$ cat src/rtl/multi_timer_pkg.sv
// Shared constants and helpers for the multi-channel millisecond timer.
// Optional build macro: MULTI_TIMER_STICKY_EN (sticky expiry flags, see multi_timer).
package multi_timer_pkg;

  localparam int CLKS_PER_MS_DEFAULT = 50000;
  localparam int MAX_MS_DEFAULT      = 1000;

  // Clamp a requested load value to the largest representable period.
  function automatic int sat_load(input int value, input int max_ms);
    return (value > max_ms) ? max_ms : value;
  endfunction

endpackage

$ cat src/rtl/ms_tick_gen.sv
// Free-running clock-to-millisecond prescaler; ms_tick is high during the
// single cycle where the counter sits at its terminal value.
module ms_tick_gen
  import multi_timer_pkg::*;
#(
  parameter int CLKS_PER_MS = CLKS_PER_MS_DEFAULT
) (
  input  logic clk,
  input  logic reset,
  output logic ms_tick
);

  localparam int CW = $clog2(CLKS_PER_MS);
  localparam logic [CW-1:0] LAST = CW'(CLKS_PER_MS - 1);

  logic [CW-1:0] count;

  always_ff @(posedge clk) begin
    if (reset) begin
      count <= '0;
    end else if (count == LAST) begin
      count <= '0;
    end else begin
      count <= count + CW'(1);
    end
  end

  assign ms_tick = (count == LAST);

endmodule

$ cat src/rtl/multi_timer.sv
// NUM_CH independent ms countdown channels sharing one prescaler.
// Build macro MULTI_TIMER_STICKY_EN turns expired into sticky flags with clear_expired.
module multi_timer
  import multi_timer_pkg::*;
#(
  parameter int NUM_CH      = 4,
  parameter int MAX_MS      = MAX_MS_DEFAULT,
  parameter int CLKS_PER_MS = CLKS_PER_MS_DEFAULT
) (
  input  logic                                  clk,
  input  logic                                  reset,
  input  logic [NUM_CH-1:0]                     load,
  input  logic [NUM_CH*$clog2(MAX_MS+1)-1:0]    start_value,
  input  logic [NUM_CH-1:0]                     enable,
  input  logic [NUM_CH-1:0]                     periodic,
`ifdef MULTI_TIMER_STICKY_EN
  input  logic [NUM_CH-1:0]                     clear_expired,
`endif
  output logic [NUM_CH*$clog2(MAX_MS+1)-1:0]    timer_value,
  output logic [NUM_CH-1:0]                     expired,
  output logic [NUM_CH-1:0]                     running
);

  localparam int W = $clog2(MAX_MS + 1);

  logic ms_tick;

  ms_tick_gen #(
    .CLKS_PER_MS(CLKS_PER_MS)
  ) u_tick (
    .clk    (clk),
    .reset  (reset),
    .ms_tick(ms_tick)
  );

  for (genvar i = 0; i < NUM_CH; i++) begin : g_ch
    logic [W-1:0] value;
    logic [W-1:0] reload;
    logic [W-1:0] load_value;
    logic         flag;
    logic         run;

    assign load_value = W'(sat_load(32'(start_value[i*W +: W]), MAX_MS));

    // Priority: load, then terminal tick, then plain decrement / hold.
    always_ff @(posedge clk) begin
      if (reset) begin
        value  <= '0;
        reload <= '0;
        flag   <= 1'b0;
        run    <= 1'b0;
      end else begin
        run <= enable[i] && (value != '0);
        if (load[i]) begin
          value  <= load_value;
          reload <= load_value;
          flag   <= 1'b0;
        end else if (ms_tick && enable[i] && value == W'(1)) begin
          value <= periodic[i] ? reload : '0;
          flag  <= 1'b1;
        end else begin
          if (ms_tick && enable[i] && value != '0) begin
            value <= value - W'(1);
          end
`ifdef MULTI_TIMER_STICKY_EN
          if (clear_expired[i]) begin
            flag <= 1'b0;
          end
`else
          flag <= 1'b0;
`endif
        end
      end
    end

    assign timer_value[i*W +: W] = value;
    assign expired[i]            = flag;
    assign running[i]            = run;
  end

endmodule
$ cat config.mk
export PLATFORM = sky130hd
export DESIGN_NAME = multi_timer
export DESIGN_NICKNAME = d
export VERILOG_FILES = /design/src/rtl/multi_timer_pkg.sv /design/src/rtl/ms_tick_gen.sv /design/src/rtl/multi_timer.sv
export SDC_FILE = /design/constraint.sdc
export NUM_CORES = 1
export LEC_CHECK = 0
export CORE_UTILIZATION = 53
export DETAILED_ROUTE_END_ITERATION = 7
export PLACE_DENSITY = 0.8
export SLEW_MARGIN = 25
export SYNTH_ARGS = -nofsm -noshare
export SYNTH_HDL_FRONTEND = slang
export SYNTH_SLANG_ARGS = --single-unit
export TNS_END_PERCENT = 1
$ cat constraint.sdc
create_clock -name clk -period 2.9 [get_ports clk]
set_input_delay 0.29 -clock clk [delete_from_list [all_inputs] [get_ports clk]]
set_output_delay 0.29 -clock clk [all_outputs]
set_load 0.01 [all_outputs]
==> results of run 1 <==
synthesized netlist by cell type, types with 3 or more instances:
library cell,number
a2111oi_0,3
a211oi_1,4
a21oi_1,53
a221o_1,3
a22oi_1,8
a311oi_1,8
a31o_2,3
a31oi_1,15
a32oi_1,3
a41oi_1,3
and2_1,3
and3_1,18
and4_1,3
buf_1,10
buf_2,3
buf_4,8
clkbuf_1,31
dfxtp_1,104
ha_1,9
inv_1,20
mux2i_1,16
nand2_1,67
nand2b_1,8
nand3_1,36
nand4_1,13
nor2_1,85
nor3_1,22
nor3b_1,9
nor4_1,16
nor4b_1,3
o2111ai_1,4
o211ai_1,4
o21a_1,6
o21ai_0,17
o311ai_0,3
o31a_1,5
o31ai_1,16
or3_1,5
or4_1,11
xnor2_1,18
xor2_1,17
where the power goes:
group / internal, µW / switching, µW
clock: 425 / 512
sequential: 1500 / 88.9
combinational: 327 / 355
kinds of logic after synthesis:
| family | after synthesis |
|---|---|
| buffers and inverters | 74 |
| adders and majority gates | 9 |
| muxes | 17 |
| AOI/OAI and AO/OA | 175 |
| and+or+nand+nor | 315 |
| xor gates and xnor gates | 35 |
| DFF | 104 |
layout by cell type, fill, tap and decap left out, drive strengths merged, types with 10 or more instances in the layout:
| cell type | instances |
|---|---|
| a31oi | 15 |
| o21ai | 19 |
| xnor2 | 18 |
| nor4 | 19 |
| nor3 | 22 |
| mux2i | 16 |
| clkdlybuf4s50 | 100 |
| o31ai | 16 |
| nand2 | 67 |
| nand3 | 36 |
| clkbuf | 10 |
| xor2 | 17 |
| a21oi | 53 |
| and3 | 18 |
| inv | 21 |
| buf | 22 |
| dfxtp | 104 |
| or4 | 13 |
| nor2 | 85 |
| nand4 | 13 |
per-layer routing:
layer	track usage	vias to the layer above
met4	0.1194	0
met3	0.05350	37
met5	0	-
li1	-	2846
met1	0.3791	2798
met2	0.5005	313
worst paths after layout:
| kind | slack, ns | end | cells after the start | from |
|---|---|---|---|---|
| worst min-delay path | 0.35 | g_ch[0].value[1]$_SDFFE_PP0P_ | 4 | reset |
| worst max register to register | 0.27 | g_ch[0].value[7]$_SDFFE_PP0P_ | 6 | u_tick.count[0]$_SDFF_PP0_ |
| worst max-delay path | 0.27 | g_ch[0].value[7]$_SDFFE_PP0P_ | 6 | u_tick.count[0]$_SDFF_PP0_ |
| worst min register to register | 0.46 | g_ch[1].reload[3]$_SDFFE_PP0P_ | 1 | g_ch[1].reload[3]$_SDFFE_PP0P_ |
flip-flops by register name (all words and copies together) (netlist names):
name          flops
g_ch.reload      40
g_ch.value       40
u_tick.count     16
g_ch.flag         4
g_ch.run          4
per-stage QoR:
step	utilization	power, µW	worst slack (ns)
after floorplan	-	2011	0.4472
after global placement	0.6611	2280	0.4427
after detailed placement	0.6611	2292	0.3347
after CTS	0.6807	3225	0.3281
after global routing	0.6807	3362	0.1114
final	0.6807	3212	0.2727
tightest hold or removal path: cells and delay by family:
| kind | cells | cell delay [ns] |
|---|---|---|
| buffers and inverters | 2 | 0.26 |
| AO/OA/AOI/OAI | 2 | 0.15 |
final cells by class:
cell class | instances | area, µm² | share of cell area
multi-input combinational | 551 | 3418 | 0.4800
clock inverter | 6 | 67.56 | 0.009487
tap | 136 | 170.2 | 0.02389
clock buffer | 10 | 137.6 | 0.01933
inverter | 22 | 82.58 | 0.01160
timing repair buffer | 122 | 1164 | 0.1634
sequential | 104 | 2082 | 0.2923
==> results.toml, run 1 <==
[setup_path]
path_class = "reg2reg"
cp.required_ns = 3.20
cp_max_fo = 10
cp_cell_sequence = "ha_1, nand3_1, or4_1, nor2_1, o2111ai_1, a211oi_1"
crit_slowest_cell = "or4_1"
critPathArrivalTime_ns = 2.93
start_kind = "register"
crit_buf_inv = 0
critical_path.max_stage_delay_ns = 0.81
crit_family = "simple AND/OR/NAND/NOR gates"
cp-end-kind = "register"

[sta]
rsz0062_at_grt = "no"
whs_ns = 0.3546
clock.fmax_mhz = 380.6
relSlewSlack = 0.4382
slew_violations = 0
tns_ns = 0
finalSetupViolCount = 0
clock_skew_ns = 0.01068
fin_crit_ns = 2.627
tightest_slew_ns = 0.8321
hold_viol = 0
period_share = 0.9060

[logic_synthesis]
yosys.area.top_type = "dfxtp_1"
synth-simple-area-share = 0.2818
synthTopCellsByArea = "dfxtp_1 36%, nor2_1 5.5%, a21oi_1 4.6%"
syn_inst = 729
ys_warn_count = 0
synth_nets = 792
synth.avg_cell_area_um2 = 7.972
yosys_most_used_dff = "dfxtp_1"
synth_top_family_by_area = "simple AND/OR/NAND/NOR gates"
ys_seq_elements = 104
synth_edf_count = 0
async_flop_share = 0
synthAdderAreaFrac = 0.01938
synth_seq_area_share = 0.3582
synthesis.area_um2 = 5812
post_synth_mux_area_share = 0.02949
synth_top_area_share = 0.3582
synthDistinctLibCells = 67
synth_xor_area_frac = 0.05274
synth-compound-area-share = 0.2047

[finish]
finalInstanceArea_um2 = 7122
drive_gt1_frac = 0.06380
area_growth_pct = 22.54
layout.cells.non_filler = 951
antenna_cells = 0
fillers = 915
fin_nets = 873

[drt]
dr_wl_met2_mm = 8.113
viasPerCell = 6.303
dr_wl_met3_mm = 1.315
top_layer = "met4"
drtIter0Drc = 567
m1WireLength_mm = 7.045
postRouteAntennaNets = 0
totalWireLength_mm = 16.84
vias = 5994
wl_per_cell_um = 17.71
drcViolationCount = 0
dr.pass1.iters = 5

[pwr]
leakage_uw = 0.002602
power_density_nw_per_um2 = 451.1
ir_worst_vdd_uv = 351.6

[die]
fp-row-count = 37
dieArea_um2 = 11390
core-area_um2 = 10460
die_w_um = 106.7
boundaryPins = 102
initial_utilization = 0.5555
die_h_um = 106.7

[clock_tree]
post_cts_buffers = 0
clk_latency_ns = 0.38
clock_path_buffers = 2
cts.repair.resized = 0
clock-sinks = 104
cts_hold_buf = 0
cts.htree.levels = 3
numCtsBuffers = 9
cts.clk_slew.worst_paths_ns = 0.10
cts_tree = "done"
cts_root_buf = "clkbuf_8"

[global_routing]
antenna_found_initial = 0
grt_pass1_vias = 5670
globalRouteOverflowTotal = 0
track_usage = 0.2987
grt_pass1_wl_mm = 27.37
grt_max_degree = 43

[status]
status = "finished, final reports clean"

[placement]
place_area_um2 = 6917
dp_cells = 935
routabilityCongestion = 0.9474
hpwl_mm = 12.41
portBuffers = 101

[hold_path]
holdCritPathClass = "in2reg"

[run]
maxCapViolations = 0
Note: power is estimated with default switching activity, not from simulation.
==> run 2: changes to the inputs <==
- CORE_MARGIN: unset -> 2
==> run 2 against run 1 <==
Compared with the run above: final cell count unchanged; register-to-register slack about the same; critical path depth unchanged; critical endpoint unchanged; sequential power about the same; hold slack better by 0.078 ns; largest power group unchanged; largest cell class unchanged.
==> results.toml, run 2 (same netlist as run 1, synthesis figures left out) <==
[status]
status = "finished, final reports clean"

[setup_path]
path_class = "reg2reg"
critPathArrivalTime_ns = 2.92
start_kind = "register"
cp.required_ns = 3.20
regToRegEndpoint = "g_ch[0].value[7]$_SDFFE_PP0P_"
reg2reg_slack_ns = 0.28
cp-end-kind = "register"
rr_worst_depth = 6
r2r_start = "u_tick.count[0]$_SDFF_PP0_"
cp_max_fo = 10

[drt]
postRouteAntennaNets = 0
totalWireLength_mm = 16.93
wl_per_cell_um = 17.80
dr.pass1.iters = 6
vias = 5981
viasPerCell = 6.289
drcViolationCount = 0
drtIter0Drc = 530

[die]
die_h_um = 108.7
core-area_um2 = 10750
die_w_um = 108.7
initial_utilization = 0.5409
dieArea_um2 = 11820
boundaryPins = 102
fp-row-count = 38

[finish]
finalInstanceArea_um2 = 7067
fin_nets = 869
top_regs = "g_ch.reload (40), g_ch.value (40), u_tick.count (16)"
most-common-layout-cells = "104 x dfxtp_1, 100 x clkdlybuf4s50_1, 85 x nor2_1, 67 x nand2_1, 53 x a21oi_1"
drive_gt1_frac = 0.05672
layout_commonest_cell = "dfxtp_1"
area_growth_pct = 21.59
antenna_cells = 0

[run]
maxCapViolations = 0

[global_routing]
antenna_found_initial = 0
grt_pass1_vias = 5629
grt_pass1_wl_mm = 27.68
globalRouteOverflowTotal = 0
track_usage = 0.2926
grt_max_degree = 42

[sta]
relSlewSlack = 0.4843
tightest_slew_ns = 0.7664
clock_skew_ns = 0.007922
period_share = 0.9024
fin_crit_ns = 2.617
finalSetupViolCount = 0
tns_ns = 0
slew_violations = 0
clock.fmax_mhz = 382.1
rsz0062_at_grt = "no"
hold_viol = 0

[clock_tree]
cts_root_buf = "clkbuf_8"
cts.clk_slew.worst_paths_ns = 0.10
cts.htree.levels = 3
cts_hold_buf = 0
clk_latency_ns = 0.38
cts_tree = "done"
numCtsBuffers = 9
clock_path_buffers = 2
cts.repair.resized = 0
clock-sinks = 104
post_cts_buffers = 0

[placement]
routabilityCongestion = 0.9704
portBuffers = 101
hpwl_mm = 12.43
place_area_um2 = 6892

[pwr]
ir_worst_vdd_uv = 277.7
power_density_nw_per_um2 = 441.3
leakage_uw = 0.002558

[hold_path]
hp-start = "reset"
holdCritPathClass = "in2reg"
min_to = "g_ch[0].reload[8]$_SDFFE_PP0P_"
hold_depth = 3
run 2: final cells by class:
| cell class | instances | area (µm²) |
|---|---|---|
| flip-flops and latches | 104 | 2082 |
| clock buffers | 12 | 145.1 |
| multi-input cells | 551 | 3418 |
| repair buffers | 118 | 1134 |
| well taps | 140 | 175.2 |
| fillers | 976 | 3679 |
| inverters | 22 | 82.58 |
| clock inverters | 4 | 30.03 |
run 2: worst max path at each step:
stage	start	slack, ns	end	depth (start not counted)
2_1_floorplan	g_ch[2].value[0]$_SDFFE_PP0P_	0.45	g_ch[2].value[8]$_SDFFE_PP0P_	7
3_3_place_gp	u_tick.count[0]$_SDFF_PP0_	0.42	g_ch[0].value[9]$_SDFFE_PP0P_	6
3_5_place_dp	u_tick.count[0]$_SDFF_PP0_	0.35	g_ch[0].value[7]$_SDFFE_PP0P_	6
4_1_cts	u_tick.count[0]$_SDFF_PP0_	0.32	g_ch[0].value[7]$_SDFFE_PP0P_	6
5_1_grt	u_tick.count[0]$_SDFF_PP0_	0.16	g_ch[2].value[4]$_SDFFE_PP0P_	7
6_report	u_tick.count[0]$_SDFF_PP0_	0.28	g_ch[0].value[7]$_SDFFE_PP0P_	6
run 2: where the power goes:
group | switching, µW | internal [µW]
sequential | 91.6 | 1500
clock | 509 | 337
combinational | 355 | 322
total | 956 | 2160
run 2: metal layers:
metal  routed length [µm]  GRT usage
met1                 7288     0.3863
met2                 8090     0.4844
met3                 1085    0.04124
met4                  467     0.1126
met5                    0          0
run 2: per-stage QoR:
stage / power (µW) / std cells / hold slack, ns / setup slack, ns / util
floorplan: 2011 / 729 / 0.4196 / 0.4472 / -
global placement: 2270 / 935 / 0.4309 / 0.4250 / 0.6414
detailed placement: 2289 / 935 / 0.4351 / 0.3455 / 0.6414
CTS: 3117 / 951 / 0.4157 / 0.3218 / 0.6577
global route: 3253 / 951 / 0.4478 / 0.1623 / 0.6577
finish: 3118 / 951 / 0.4331 / 0.2830 / 0.6577
run 2: critical path: stages (launching register included):
cell	delay (ns)
dfxtp_1	0.38
ha_1	0.20
nand3_1	0.27
or4_1	0.79
nor2_1	0.46
o2111ai_1	0.20
a211oi_1	0.24
